===== config.mk =====
export PLATFORM = sky130hd
export DESIGN_NAME = muldiv_seq
export DESIGN_NICKNAME = d
export VERILOG_FILES = /design/src/rtl/muldiv_seq.sv
export SDC_FILE = /design/constraint.sdc
export NUM_CORES = 1
export LEC_CHECK = 0
export BUFFER_PORTS_ARGS = -buffer_cell sky130_fd_sc_hd__buf_2
export CAP_MARGIN = 0
export CORE_MARGIN = 4
export CORE_UTILIZATION = 57
export DETAILED_ROUTE_END_ITERATION = 8
export GPL_TIMING_DRIVEN = 0
export PLACE_DENSITY = 0.86
export RECOVER_POWER = 50
export SYNTH_ARGS = -nofsm -noshare
export SYNTH_HDL_FRONTEND = slang
export SYNTH_SLANG_ARGS = --single-unit

===== constraint.sdc =====
create_clock -name clk -period 7 [get_ports clk]
set_input_delay 0.7 -clock clk [delete_from_list [all_inputs] [get_ports clk]]
set_output_delay 0.7 -clock clk [all_outputs]
set_load 0.05 [all_outputs]

===== src/rtl/muldiv_seq.sv =====
// Multi-cycle RV32M sequencer: 32-step shift-add multiply / restoring divide on
// operand magnitudes, with sign fix-up and a one-cycle done pulse.
module muldiv_seq #(
  parameter int XLEN  = 32,
  parameter int ITERS = 32
) (
  input  logic            clk,
  input  logic            reset,
  input  logic            start,
  input  logic [4:0]      alu_ctrl,
  input  logic [XLEN-1:0] src_a,
  input  logic [XLEN-1:0] src_b,
  input  logic            flush,
  output logic            busy,
  output logic            stall,
  output logic            done,
  output logic [XLEN-1:0] result
);

  localparam int CNT_W = $clog2(ITERS) + 1;
  localparam logic [4:0] OP_MUL    = 5'b01110;
  localparam logic [4:0] OP_MULH   = 5'b01111;
  localparam logic [4:0] OP_MULHSU = 5'b10000;
  localparam logic [4:0] OP_MULHU  = 5'b10001;
  localparam logic [4:0] OP_DIV    = 5'b10010;
  localparam logic [4:0] OP_DIVU   = 5'b10011;
  localparam logic [4:0] OP_REM    = 5'b10100;
  localparam logic [4:0] OP_REMU   = 5'b10101;
  localparam logic [XLEN-1:0] MIN_NEG = {1'b1, {(XLEN-1){1'b0}}};

  typedef enum logic [1:0] {IDLE, CALC, FIX, DONE} state_t;

  state_t                state_q, state_d;
  logic [CNT_W-1:0]      cnt_q, cnt_d;
  logic [4:0]            op_q, op_d;
  logic [2*XLEN-1:0]     acc_q, acc_d;
  logic [XLEN-1:0]       opb_q, opb_d;
  logic [XLEN-1:0]       a_q, a_d;
  logic                  neg_q, neg_d, rneg_q, rneg_d;
  logic                  fast_q, fast_d, dz_q, dz_d;
  logic [XLEN-1:0]       result_q, result_d;

  logic            is_md, is_div, a_sgn, b_sgn, dz, ovf;
  logic [XLEN-1:0] a_mag, b_mag;

  function automatic logic [2*XLEN-1:0] mul_step(input logic [2*XLEN-1:0] acc,
                                                 input logic [XLEN-1:0] mcand);
    logic [XLEN:0] sum;
    sum = {1'b0, acc[2*XLEN-1:XLEN]} + (acc[0] ? {1'b0, mcand} : '0);
    return {sum, acc[XLEN-1:1]};
  endfunction

  function automatic logic [2*XLEN-1:0] div_step(input logic [2*XLEN-1:0] acc,
                                                 input logic [XLEN-1:0] dvsr);
    logic [XLEN:0] r, diff;
    logic          ge;
    r    = {acc[2*XLEN-1:XLEN], acc[XLEN-1]};
    diff = r - {1'b0, dvsr};
    ge   = ~diff[XLEN];
    return {(ge ? diff[XLEN-1:0] : r[XLEN-1:0]), acc[XLEN-2:0], ge};
  endfunction

  function automatic logic [XLEN-1:0] fix_result(input logic [4:0] op,
                                                 input logic [2*XLEN-1:0] acc,
                                                 input logic neg, input logic rneg,
                                                 input logic fast, input logic dzero,
                                                 input logic [XLEN-1:0] a);
    logic [2*XLEN-1:0] prod;
    logic [XLEN-1:0]   quo, rem;
    prod = neg ? -acc : acc;
    quo  = neg ? -acc[XLEN-1:0] : acc[XLEN-1:0];
    rem  = rneg ? -acc[2*XLEN-1:XLEN] : acc[2*XLEN-1:XLEN];
    case (op)
      OP_MUL:                         return prod[XLEN-1:0];
      OP_MULH, OP_MULHSU, OP_MULHU:   return prod[2*XLEN-1:XLEN];
      OP_DIV, OP_DIVU:                return fast ? (dzero ? '1 : MIN_NEG) : quo;
      default:                        return fast ? (dzero ? a : '0) : rem;
    endcase
  endfunction

  // Accept-time decode: operand signedness, magnitudes and fast-path detection.
  always_comb begin
    is_md  = (alu_ctrl >= OP_MUL) && (alu_ctrl <= OP_REMU);
    is_div = alu_ctrl >= OP_DIV;
    a_sgn  = (alu_ctrl == OP_MULH || alu_ctrl == OP_MULHSU ||
              alu_ctrl == OP_DIV  || alu_ctrl == OP_REM) && src_a[XLEN-1];
    b_sgn  = (alu_ctrl == OP_MULH || alu_ctrl == OP_DIV || alu_ctrl == OP_REM) &&
             src_b[XLEN-1];
    a_mag  = a_sgn ? -src_a : src_a;
    b_mag  = b_sgn ? -src_b : src_b;
    dz     = (src_b == '0);
    ovf    = (alu_ctrl == OP_DIV || alu_ctrl == OP_REM) &&
             (src_a == MIN_NEG) && (src_b == '1);
  end

  always_comb begin
    state_d  = state_q;
    cnt_d    = cnt_q;
    op_d     = op_q;
    acc_d    = acc_q;
    opb_d    = opb_q;
    a_d      = a_q;
    neg_d    = neg_q;
    rneg_d   = rneg_q;
    fast_d   = fast_q;
    dz_d     = dz_q;
    result_d = result_q;
    case (state_q)
      IDLE: begin
        if (start && is_md) begin
          op_d   = alu_ctrl;
          a_d    = src_a;
          cnt_d  = '0;
          neg_d  = a_sgn ^ b_sgn;
          rneg_d = a_sgn;
          acc_d  = {{XLEN{1'b0}}, (is_div ? a_mag : b_mag)};
          opb_d  = is_div ? b_mag : a_mag;
          fast_d = is_div && (dz || ovf);
          dz_d   = dz;
          state_d = (is_div && (dz || ovf)) ? FIX : CALC;
        end
      end
      CALC: begin
        acc_d = (op_q >= OP_DIV) ? div_step(acc_q, opb_q) : mul_step(acc_q, opb_q);
        cnt_d = cnt_q + 1'b1;
        if (cnt_q == CNT_W'(ITERS - 1)) state_d = FIX;
      end
      FIX: begin
        result_d = fix_result(op_q, acc_q, neg_q, rneg_q, fast_q, dz_q, a_q);
        state_d  = DONE;
      end
      default: state_d = IDLE;
    endcase
    if (flush) begin
      state_d  = IDLE;
      result_d = result_q;
    end
  end

  always_ff @(posedge clk) begin
    if (reset) begin
      state_q  <= IDLE;
      cnt_q    <= '0;
      result_q <= '0;
    end else begin
      state_q  <= state_d;
      cnt_q    <= cnt_d;
      result_q <= result_d;
    end
  end

  // Datapath registers carry no reset; they are always loaded on accept.
  always_ff @(posedge clk) begin
    op_q   <= op_d;
    acc_q  <= acc_d;
    opb_q  <= opb_d;
    a_q    <= a_d;
    neg_q  <= neg_d;
    rneg_q <= rneg_d;
    fast_q <= fast_d;
    dz_q   <= dz_d;
  end

  assign busy   = (state_q != IDLE);
  assign done   = (state_q == DONE);
  assign stall  = start && is_md && (state_q != DONE);
  assign result = result_q;

endmodule


==> flow_summary.json <==
{
  "num_vias": 16200,
  "outcome": "complete, but fails checks",
  "die_x_um": 174,
  "min_path_cells": 2,
  "cp-start-kind": "input port",
  "routedWlPerCell_um": 25.2,
  "crit_top_cell": "clkbuf_1",
  "path_class": "input port to register",
  "fin_ws_ns": 2.04,
  "viasPerCell": 6.62,
  "clock_skew_ns": 0.0193,
  "grt_pass1_wl_um": 91600,
  "nets": 2208,
  "gp_congestion": 1.01,
  "synth-edff-count": 137,
  "violations": "max-capacitance violations, max-slew violations",
  "fmax_mhz": 202,
  "worstMarginPinSlew_ns": 1.99,
  "worst_r2r_path_depth": 14,
  "ctsResizeCount": 0,
  "cp_max_fo": 36,
  "final_area_um2": 17300,
  "synthArstFlopShare_pct": 0,
  "cts_hold_buf": 0,
  "crit_slowest_cell": "clkbuf_1",
  "slowest_delay_ns": 1.51,
  "yosysSeqAreaShare_pct": 31.2,
  "port_buffers": 106,
  "grt_pass1_vias": 15700,
  "clock-sinks": 177,
  "grt_start_max_net_pins": 66,
  "cts_max_level": 4,
  "p_total_uw": 3010,
  "ys_types": 79,
  "seq_power_share_pct": 41.3,
  "clk-insertion-delay-late_ns": 0.45,
  "min_path_type": "register to register",
  "finalCriticalPeriod_ns": 4.96,
  "leakage_uw": 0.00644,
  "dieArea_um2": 30400,
  "ys_warn_count": 0,
  "synth_top_flop_cell": "edfxtp_1",
  "r2r-start": "acc_q[0]$_DFFE_PP_",
  "syn_inst": 1931,
  "max-slew-margin-rel_pct": -32.5,
  "worst_ep_arrival_time_ns": 4.99,
  "std_cell_rows": 60,
  "routed_wl_um": 61600,
  "p_comb_share_pct": 25.3,
  "slew_viol_final": 71,
  "swShare_pct": 35.9,
  "dieHeight_um": 174,
  "r2r_slack_ns": 2.20,
  "tritoncts": "done",
  "rsz0062_at_grt": "no",
  "syn_nets": 2081,
  "ir_drop_mv": 0.147,
  "cts_max_path_buffers": 2,
  "fin_crit_sh_pct": 70.9,
  "cp.buffers_inverters": 3,
  "worstPathCellList": "clkbuf_1, nand2_1, nor3b_1, o21ai_0, nor2_1, clkbuf_1, clkbuf_1",
  "p_per_area_nw_per_um2": 175,
  "hold_end": "result[27]$_SDFFE_PP0P_",
  "layout_common_cells": "nand2_1, nor2_1, a21oi_1",
  "antenna_found_initial": 1,
  "p_clk_share_pct": 33.4,
  "num-fill-cells": 2340,
  "synth.cell_area_um2": 15800,
  "cp.required_ns": 7.03,
  "dr.pass1.iters": 5,
  "hold_viol": 0,
  "ant_nets": 0,
  "clockRootBuffer": "clkbuf_16",
  "tns_ns": 0,
  "p_int_uw": 1930,
  "crit_path_end_kind": "register",
  "min_from": "result[27]$_SDFFE_PP0P_",
  "area_growth_pct": 9.57,
  "drc_errors": 0,
  "finalSetupViolations": 0,
  "core_area_um2": 27100,
  "pre_cts_ws_ns": 2.30,
  "clkTransAtPathRegs_ns": 0.08,
  "start_util_pct": 58.2,
  "postPlaceCellArea_um2": 16800,
  "synth.avg_cell_area_um2": 8.16,
  "cap_violations": 3,
  "drtIter0Drc": 1866,
  "final_common_cell": "nand2_1",
  "grt_overflow": 0,
  "cts_buffers": 17,
  "r2r_end": "acc_q[58]$_SDFFCE_PN0P_",
  "pin_count": 108,
  "hpwl_um": 48800,
  "fin_hold_ws_ns": 0.442,
  "grt_usage_pct": 39.3,
  "cts_setup_buffers": 0,
  "path_delay_family": "buffers and inverters",
  "switchingPower_uw": 1080,
  "drive_above_1_share_pct": 4.44,
  "yosys_register_bits": 177
}
[state kept, by name, indices dropped and copies added (netlist names)]
signal / cells
acc_q: 64
a_q: 32
opb_q: 32
result: 32
cnt_q: 6
op_q: 5
state_q: 2
dz_q: 1
fast_q: 1
neg_q: 1
rneg_q: 1
[worst min-delay path, cell delays in order (launching register included)]
cell     delay (ns)
dfxtp_1        0.32
nand2_1        0.05
nand2_1        0.04
[kinds of logic after synthesis]
kind of cell | count (synthesis) | share of synthesized area, %
AOI/OAI and AO/OA | 602 | 24.1
xor gates and xnor gates | 204 | 11.3
adders and majority gates | 77 | 6.21
buffers and inverters | 182 | 4.38
DFF | 177 | 31.2
muxes | 55 | 3.52
and+or+nand+nor | 634 | 19.3
[worst max path at each step]
| stage | from | end | slack [ns] | cells after the start |
|---|---|---|---|---|
| after floorplan | alu_ctrl[1] | cnt_q[2]$_SDFFE_PP0P_ | 0.31 | 9 |
| after global placement | alu_ctrl[1] | cnt_q[2]$_SDFFE_PP0P_ | -2.13 | 10 |
| after detailed placement | acc_q[0]$_DFFE_PP_ | acc_q[58]$_SDFFCE_PN0P_ | 2.30 | 14 |
| after CTS | acc_q[0]$_DFFE_PP_ | acc_q[58]$_SDFFCE_PN0P_ | 2.24 | 14 |
| after global routing | alu_ctrl[1] | opb_q[12]$_DFFE_PP_ | 1.68 | 7 |
| final | alu_ctrl[2] | opb_q[12]$_DFFE_PP_ | 2.04 | 7 |
[cells in the mapped netlist (22+ instances only)]
cell type	n	area, um^2
nand4_1	22	138
mux2i_1	52	521
xnor2_1	99	867
a21o_1	34	255
or3_1	22	138
edfxtp_1	137	4110
o21ai_0	156	781
inv_1	70	263
xor2_1	105	920
o31ai_1	31	233
clkbuf_1	98	368
ha_1	75	938
nor2_1	181	679
a211oi_1	22	165
dfxtp_1	40	801
nor3_1	39	195
nand3_1	40	200
a21oi_1	177	886
nand2_1	193	724
[per-layer routing]
layer	share of wire [%]	wire length (um)	GRT usage [%]
met4	5.9	3630	20.9
met1	38	23700	49.7
met3	10	6350	7.16
met2	45	28000	64.0
met5	0.021	13	0
[power by group through the flow]
stage               Sequential [uW]  Combinational [uW]  Clock, uW
floorplan                      1260                 494          0
global placement               1260                 723          0
detailed placement             1260                 742          0
CTS                            1240                 749        988
global route                   1250                 823       1040
finish                         1240                 764       1010
[final cells by class]
cell class	instances	area [um^2]	area share, %
Clock inverter	14	163	0.942
Antenna cell	1	2.50	0.0145
Multi-Input combinational cell	1572	10200	58.8
Sequential cell	177	4910	28.5
Inverter	70	265	1.54
Tap cell	372	465	2.69
Buffer	112	428	2.48
Clock buffer	18	429	2.48
Timing Repair Buffer	108	447	2.59
[through the flow]
stage / instances / utilization, %
after floorplan: 1931 / -
after global placement: 2409 / 61.8
after detailed placement: 2411 / 62.0
after CTS: 2443 / 64.2
after global routing: 2443 / 63.7
final: 2444 / 63.7
Power figures use the tool's default switching activity.
